<file path="src/rtl/bsg_id_pool_multiport_with_reserve.sv">
// ---------------------------------------------------------------------------
// bsg_id_pool_multiport_with_reserve
//
// Multi-port ID pool ("coatcheck"). It tracks which of els_p IDs are allocated.
// Each cycle it offers up to alloc_ports_p distinct free IDs, lowest index
// first, and accepts up to dealloc_ports_p returns. A caller-supplied reserve
// mask keeps selected IDs from being offered. It also keeps a registered count
// of allocated IDs for flow control.
//
// Ports
//   clk_i              clock
//   reset_i            synchronous reset, active-high
//   reserve_i          bit i = 1: ID i is never offered (applies the same cycle)
//   alloc_v_o          channel k has an ID on offer (prefix-contiguous)
//   alloc_id_o         ID offered on channel k, in slice k
//   alloc_yumi_i       channel k's offered ID is taken this cycle
//   dealloc_v_i        return valid for channel j
//   dealloc_id_i       ID returned on channel j, in slice j
//   allocated_count_o  registered popcount of the allocated vector
//   full_o             nothing offerable (== ~alloc_v_o[0])
// ---------------------------------------------------------------------------
module bsg_id_pool_multiport_with_reserve
  #(parameter int els_p           = 8  // set by the instantiating module
   ,parameter int alloc_ports_p   = 2
   ,parameter int dealloc_ports_p = 2
   ,localparam int id_width_lp    = (els_p > 1) ? $clog2(els_p) : 1
   ,localparam int count_width_lp = $clog2(els_p + 1)
   )
  (input  logic                                     clk_i
  ,input  logic                                     reset_i
  ,input  logic [els_p-1:0]                         reserve_i
  ,output logic [alloc_ports_p-1:0]                 alloc_v_o
  ,output logic [alloc_ports_p*id_width_lp-1:0]     alloc_id_o
  ,input  logic [alloc_ports_p-1:0]                 alloc_yumi_i
  ,input  logic [dealloc_ports_p-1:0]               dealloc_v_i
  ,input  logic [dealloc_ports_p*id_width_lp-1:0]   dealloc_id_i
  ,output logic [count_width_lp-1:0]                allocated_count_o
  ,output logic                                     full_o
  );

  logic [els_p-1:0]          allocated_q, allocated_d;
  logic [count_width_lp-1:0] count_q, count_d;

  logic [els_p-1:0]                              free;
  logic [els_p-1:0]                              remaining;
  logic [alloc_ports_p-1:0]                      offer_v;
  logic [alloc_ports_p-1:0][id_width_lp-1:0]     offer_id;
  logic [dealloc_ports_p-1:0][id_width_lp-1:0]   dealloc_id;
  logic [els_p-1:0]                              alloc_set;
  logic [els_p-1:0]                              dealloc_clr;
  int                                            n_alloc;
  int                                            n_dealloc;

  assign dealloc_id = dealloc_id_i;

  // Free vector comes from registered state only. A returned ID therefore
  // becomes offerable one cycle after its return, and the offer never depends
  // on alloc_yumi_i.
  assign free = ~allocated_q & ~reserve_i;

  // Channel k takes the lowest set bit left after channels 0..k-1 removed
  // theirs, which gives the (k+1)-th lowest free ID.
  // NOTE: every variable written here gets a default first, so the tool infers
  // no latch. Combinational blocks use blocking '=' so later statements see
  // earlier updates.
  always_comb begin
    remaining = free;
    offer_v   = '0;
    offer_id  = '0;
    for (int k = 0; k < alloc_ports_p; k++) begin
      for (int i = els_p - 1; i >= 0; i--) begin
        if (remaining[i]) offer_id[k] = id_width_lp'(i);
      end
      offer_v[k] = |remaining;
      if (offer_v[k]) remaining[offer_id[k]] = 1'b0;
    end
  end

  assign alloc_v_o         = reset_i ? '0 : offer_v;
  assign alloc_id_o        = offer_id;
  assign full_o            = ~alloc_v_o[0];
  assign allocated_count_o = count_q;

  // Set and clear always target disjoint IDs. Accepted offers are free, and
  // returns must be allocated, so the OR-then-mask order is arbitrary.
  always_comb begin
    alloc_set   = '0;
    dealloc_clr = '0;
    n_alloc     = 0;
    n_dealloc   = 0;
    for (int k = 0; k < alloc_ports_p; k++) begin
      if (alloc_yumi_i[k] && alloc_v_o[k]) begin
        alloc_set[offer_id[k]] = 1'b1;
        n_alloc++;
      end
    end
    for (int j = 0; j < dealloc_ports_p; j++) begin
      if (dealloc_v_i[j]) begin
        dealloc_clr[dealloc_id[j]] = 1'b1;
        n_dealloc++;
      end
    end
    allocated_d = (allocated_q | alloc_set) & ~dealloc_clr;
    count_d     = count_width_lp'(int'(count_q) + n_alloc - n_dealloc);
    if (reset_i) begin
      allocated_d = '0;
      count_d     = '0;
    end
  end

  // NOTE: sequential state uses non-blocking '<=' only. Reset is already
  // folded into the _d terms, so this block is a plain register.
  always_ff @(posedge clk_i) begin
    allocated_q <= allocated_d;
    count_q     <= count_d;
  end

`ifndef SYNTHESIS
  // Protocol checks, sampled mid-cycle once inputs have settled.
  always @(negedge clk_i) begin
    if (!reset_i) begin
      for (int j = 0; j < dealloc_ports_p; j++) begin
        if (dealloc_v_i[j]) begin
          assert (int'(dealloc_id[j]) < els_p)
            else $error("dealloc id %0d out of range", dealloc_id[j]);
          assert ((int'(dealloc_id[j]) >= els_p) || allocated_q[dealloc_id[j]])
            else $error("dealloc of unallocated id %0d", dealloc_id[j]);
          for (int m = j + 1; m < dealloc_ports_p; m++) begin
            assert (!(dealloc_v_i[m] && (dealloc_id[m] == dealloc_id[j])))
              else $error("duplicate dealloc id %0d", dealloc_id[j]);
          end
        end
      end
      for (int k = 0; k < alloc_ports_p; k++) begin
        assert (!alloc_yumi_i[k] || alloc_v_o[k])
          else $error("alloc_yumi_i[%0d] without alloc_v_o", k);
      end
    end
  end
`endif

endmodule

</file>
<file path="config.mk">
export PLATFORM = sky130hd
export DESIGN_NAME = bsg_id_pool_multiport_with_reserve
export DESIGN_NICKNAME = d
export VERILOG_FILES = /design/src/rtl/bsg_id_pool_multiport_with_reserve.sv
export SDC_FILE = /design/constraint.sdc
export NUM_CORES = 1
export LEC_CHECK = 0
export CELL_PAD_IN_SITES_DETAIL_PLACEMENT = 1
export CELL_PAD_IN_SITES_GLOBAL_PLACEMENT = 1
export CORE_MARGIN = 3
export CORE_UTILIZATION = 36
export CTS_CLUSTER_DIAMETER = 100
export DETAILED_ROUTE_END_ITERATION = 16
export PLACE_DENSITY_LB_ADDON = 0.1
export RECOVER_POWER = 100
export SYNTH_ARGS = -nofsm -noshare
export SYNTH_HDL_FRONTEND = slang
export SYNTH_SLANG_ARGS = --single-unit
</file>
<file path="constraint.sdc">
create_clock -name clk_i -period 5.48 [get_ports clk_i]
set_input_delay 0.548 -clock clk_i [delete_from_list [all_inputs] [get_ports clk_i]]
set_output_delay 0.548 -clock clk_i [all_outputs]
set_load 0.02 [all_outputs]
</file>
==> parameters.txt <==
Parameter                              Value

Status
  Run status ... completed

Setup path
  Type of destination of the critical path ... flop
  Reg2reg start ... allocated_q[0]
  Setup CP Type ... input pin to flop
  Terminus of the critical flop-to-flop path ... allocated_count_o[3]
  Worst R2R Setup Slack ... 2.06 ns
  Worst Path Max Fanout ... 9
  Setup crit start kind ... input pin
  Reg2Reg Depth ... 14
  Arrival time worst endpoint ... 4.12 ns
  Critical Path RT ... 5.62 ns

Final layout
  Finished layout cell area ... 0.00157 sq mm
  Area of the multi-input gates ... 865 sq um
  Number of nets in the final layout ... 225
  Sequential Area ... 240 sq um
  Fillcell total ... 427
  Antenna Diode Count ... 0
  Final cell utilization of the core ... 50.6%
  Relative area change from synthesis to final layout ... 32.4%
  Final std cells w/o fill ... 240
  Fraction of layout cells with a size suffix above 1 ... 6.63%

Timing
  Endpoints failing hold ... 0
  Unrepaired setup endpoints after global routing ... false
  Final period util ... 72.6%
  Actual slew at the worst max-slew pin ... about 0.7 ns
  Pins over their slew limit ... 0
  Shortest period the worst path allows ... 3.98 ns
  Timing-limited maximum frequency ... 251 MHz
  Worst relative slew slack ... 52.3%
  Final setup violating endpoints ... 0
  TNS Setup ... 0 ns
  Setup clock skew after layout ... 0.00819 ns

Logic synthesis
  Async S/R FF share, synth ... 0%
  Synth Flop Type ... sky130_fd_sc_hd__dfxtp_1
  Leading post-synthesis cells by cell area ... sky130_fd_sc_hd__dfxtp_1, sky130_fd_sc_hd__nor2_1, sky130_fd_sc_hd__a21oi_1
  Synth Register Bits ... 12
  Cell taking the most area after synthesis ... sky130_fd_sc_hd__dfxtp_1
  Post-Syn Area per Cell ... around 7.3 sq um
  Most common cell in the synthesized netlist ... sky130_fd_sc_hd__nor2_1
  Most common library cells after synthesis ... sky130_fd_sc_hd__nor2_1, sky130_fd_sc_hd__a21oi_1, sky130_fd_sc_hd__inv_1, sky130_fd_sc_hd__dfxtp_1, sky130_fd_sc_hd__nand2_1
  Synthesized area ... 0.00118 sq mm
  Number of distinct library cells after synthesis ... 45
  Top cell type's share of synthesized area ... 20.3%
  Gate Count Post-Synth ... ~160
  Post-synth net total ... 190
  EDFF count, synth ... 0
  Share of the yosys chip area belonging to registers ... 20.3%
  YS warnings ... 0

Route
  Iter 0 DRT Violations ... 66
  Detailed-router iteration count before antenna repair ... 4
  Antenna viol nets, final ... 0
  Via-to-Cell Ratio ... 5.75
  Total wire length ... slightly below 4 mm
  Wire length per cell ... 16.3 um
  Number of design rule violations left after detail routing ... 0
  Count of vias placed by the detailed router ... roughly 1,400

Die
  I/O pin cnt ... 33
  Overall die height ... 63.4 um
  Die Area ... 0.00402 sq mm
  Area of the core ... 0.00310 sq mm
  Width of the die ... 63.4 um
  Initial cell density of the core ... 38.2%
  Cell row count ... 20

Global route
  Wire length of the first global-routing pass ... 6.84 mm
  Vias in the first global route ... 1,452
  Remaining Overflow, GRT ... 0
  Largest net degree at the start of global routing ... 16
  Number of antenna violations at the first check in global routing ... 0
  GRT Total Usage ... about a fifth

Min path
  Worst hold start ... allocated_q[1]
  Hold Path Stages ... 2
  Class of the tightest hold or removal check ... flop to flop
  Hold path endpoint ... allocated_q[1]

Job
  Number of maximum-capacitance violations ... 0

Clocking
  Number of CTS-inserted buffers ... 3
  Worst-skew pair later-pin latency ... around 0.28 ns
  Clock transition at the registers of the reported paths ... 0.09 ns
  Post-CTS Setup Bufs ... 0
  TritonCTS clock tree ... built
  TritonCTS sink count ... 12
  Maximum clock insertion buffer count ... 2
  Depth of the CTS H-tree ... 1
  Cts repair resizes ... 0
  Hold-fix buffers at CTS ... 0
  CTS root buffer ... sky130_fd_sc_hd__clkbuf_4

Placement
  Standard cell area after detailed placement ... between 0.0015 and 0.002 sq mm
  Routability cong. ... 0.855
  Total half-perimeter wirelength after legalization and detailed placement ... 3.18 mm
  Number of port buffers ... 32
  Total instance count after detailed placement ... approximately 240

Power
  Maximum vdd ir drop ... between 0.15 and 0.2 mV
  Power per standard cell area ... 255 mW/mm^2
  P_leak ... 0.633 nW
==> layout make-up <==
class | count | area share (%)
clock buffer | 4 | 2.31
inverter | 14 | 3.35
multi-input combinational | 134 | 55.1
sequential | 12 | 15.3
tap | 44 | 3.51
timing repair buffer | 32 | 20.4
==> sequential cells by signal, indices dropped and copies added, names as in the netlist <==
name	count
allocated_count_o	4
allocated_q	8
==> cell families (layout without fill, tap and decap cells) <==
kind of cell / after synthesis / after routing / synth area share, %
AND/OR/NAND/NOR: 69 / 69 / 29.0
AO/OA/AOI/OAI: 54 / 54 / 33.7
buffers and inverters: 16 / 50 / 5.07
flip-flops: 12 / 12 / 20.3
adder cells (fa/ha/maj): 8 / 8 / 9.71
XOR/XNOR: 3 / 3 / 2.22
==> metrics by stage <==
stage          worst slack [ns]  power [mW]  hold slack, ns
2_1_floorplan              2.20       0.252           0.534
3_3_place_gp               1.62       0.332           0.563
3_5_place_dp               1.55       0.339           0.576
4_1_cts                    1.81       0.415           0.592
5_1_grt                    1.28       0.436           0.638
6_report                   1.50       0.400           0.592
==> cell usage in the layout, fill, tap and decap left out, types with 6 or more instances in the layout <==
master	n
sky130_fd_sc_hd__o22ai_1	10
sky130_fd_sc_hd__inv_1	13
sky130_fd_sc_hd__dlygate4sd3_1	15
sky130_fd_sc_hd__dfxtp_1	12
sky130_fd_sc_hd__nand2b_1	6
sky130_fd_sc_hd__clkdlybuf4s50_1	17
sky130_fd_sc_hd__nor2_1	26
sky130_fd_sc_hd__nor3_1	8
sky130_fd_sc_hd__nor4_1	6
sky130_fd_sc_hd__nand2_1	10
sky130_fd_sc_hd__ha_1	6
sky130_fd_sc_hd__a21oi_1	18
==> power breakdown <==
group          internal (mW)  leakage, nW  switching (mW)
combinational         0.0949        0.513           0.118
clock                 0.0404       0.0210          0.0336
sequential             0.102       0.0984          0.0118
total                  0.237        0.633           0.163
==> worst max-delay path by stage <==
| stage | start | endpoint | depth (start not counted) |
|---|---|---|---|
| 2_1_floorplan | reserve_i[3] | allocated_count_o[3] | 14 |
| 4_1_cts | reserve_i[4] | allocated_count_o[3] | 15 |
| 3_5_place_dp | reserve_i[4] | allocated_count_o[3] | 15 |
| 5_1_grt | reserve_i[0] | allocated_count_o[3] | 15 |
| 6_report | reserve_i[0] | allocated_count_o[3] | 15 |
| 3_3_place_gp | reserve_i[4] | allocated_count_o[3] | 15 |
==> routing by layer <==
layer / global-route usage (%) / up-vias / part of all wire (%) / wire length [um]
met1: 25.7 / 664 / 45 / 1770
met2: 37.9 / 32 / 50 / 1950
met3: 3.57 / 6 / 3.7 / 143
met5: 0 / - / 0 / 0
li1: - / 679 / - / -
met4: 4.04 / 0 / 1.2 / 45
==> critical path, stage by stage <==
cell and delay, ns:
sky130_fd_sc_hd__dlygate4sd3_1 0.63, sky130_fd_sc_hd__o22ai_1 0.61, sky130_fd_sc_hd__nor2_1 0.15, sky130_fd_sc_hd__o22a_1 0.29, sky130_fd_sc_hd__and2_0 0.20, sky130_fd_sc_hd__nor2_1 0.13, sky130_fd_sc_hd__ha_1 0.15, sky130_fd_sc_hd__inv_1 0.05
sky130_fd_sc_hd__fa_1 0.53, sky130_fd_sc_hd__inv_1 0.06, sky130_fd_sc_hd__ha_1 0.28, sky130_fd_sc_hd__a21o_1 0.15, sky130_fd_sc_hd__a21oi_1 0.16, sky130_fd_sc_hd__xnor2_1 0.13, sky130_fd_sc_hd__nor2_1 0.05
(Power assumes the default switching activity.)
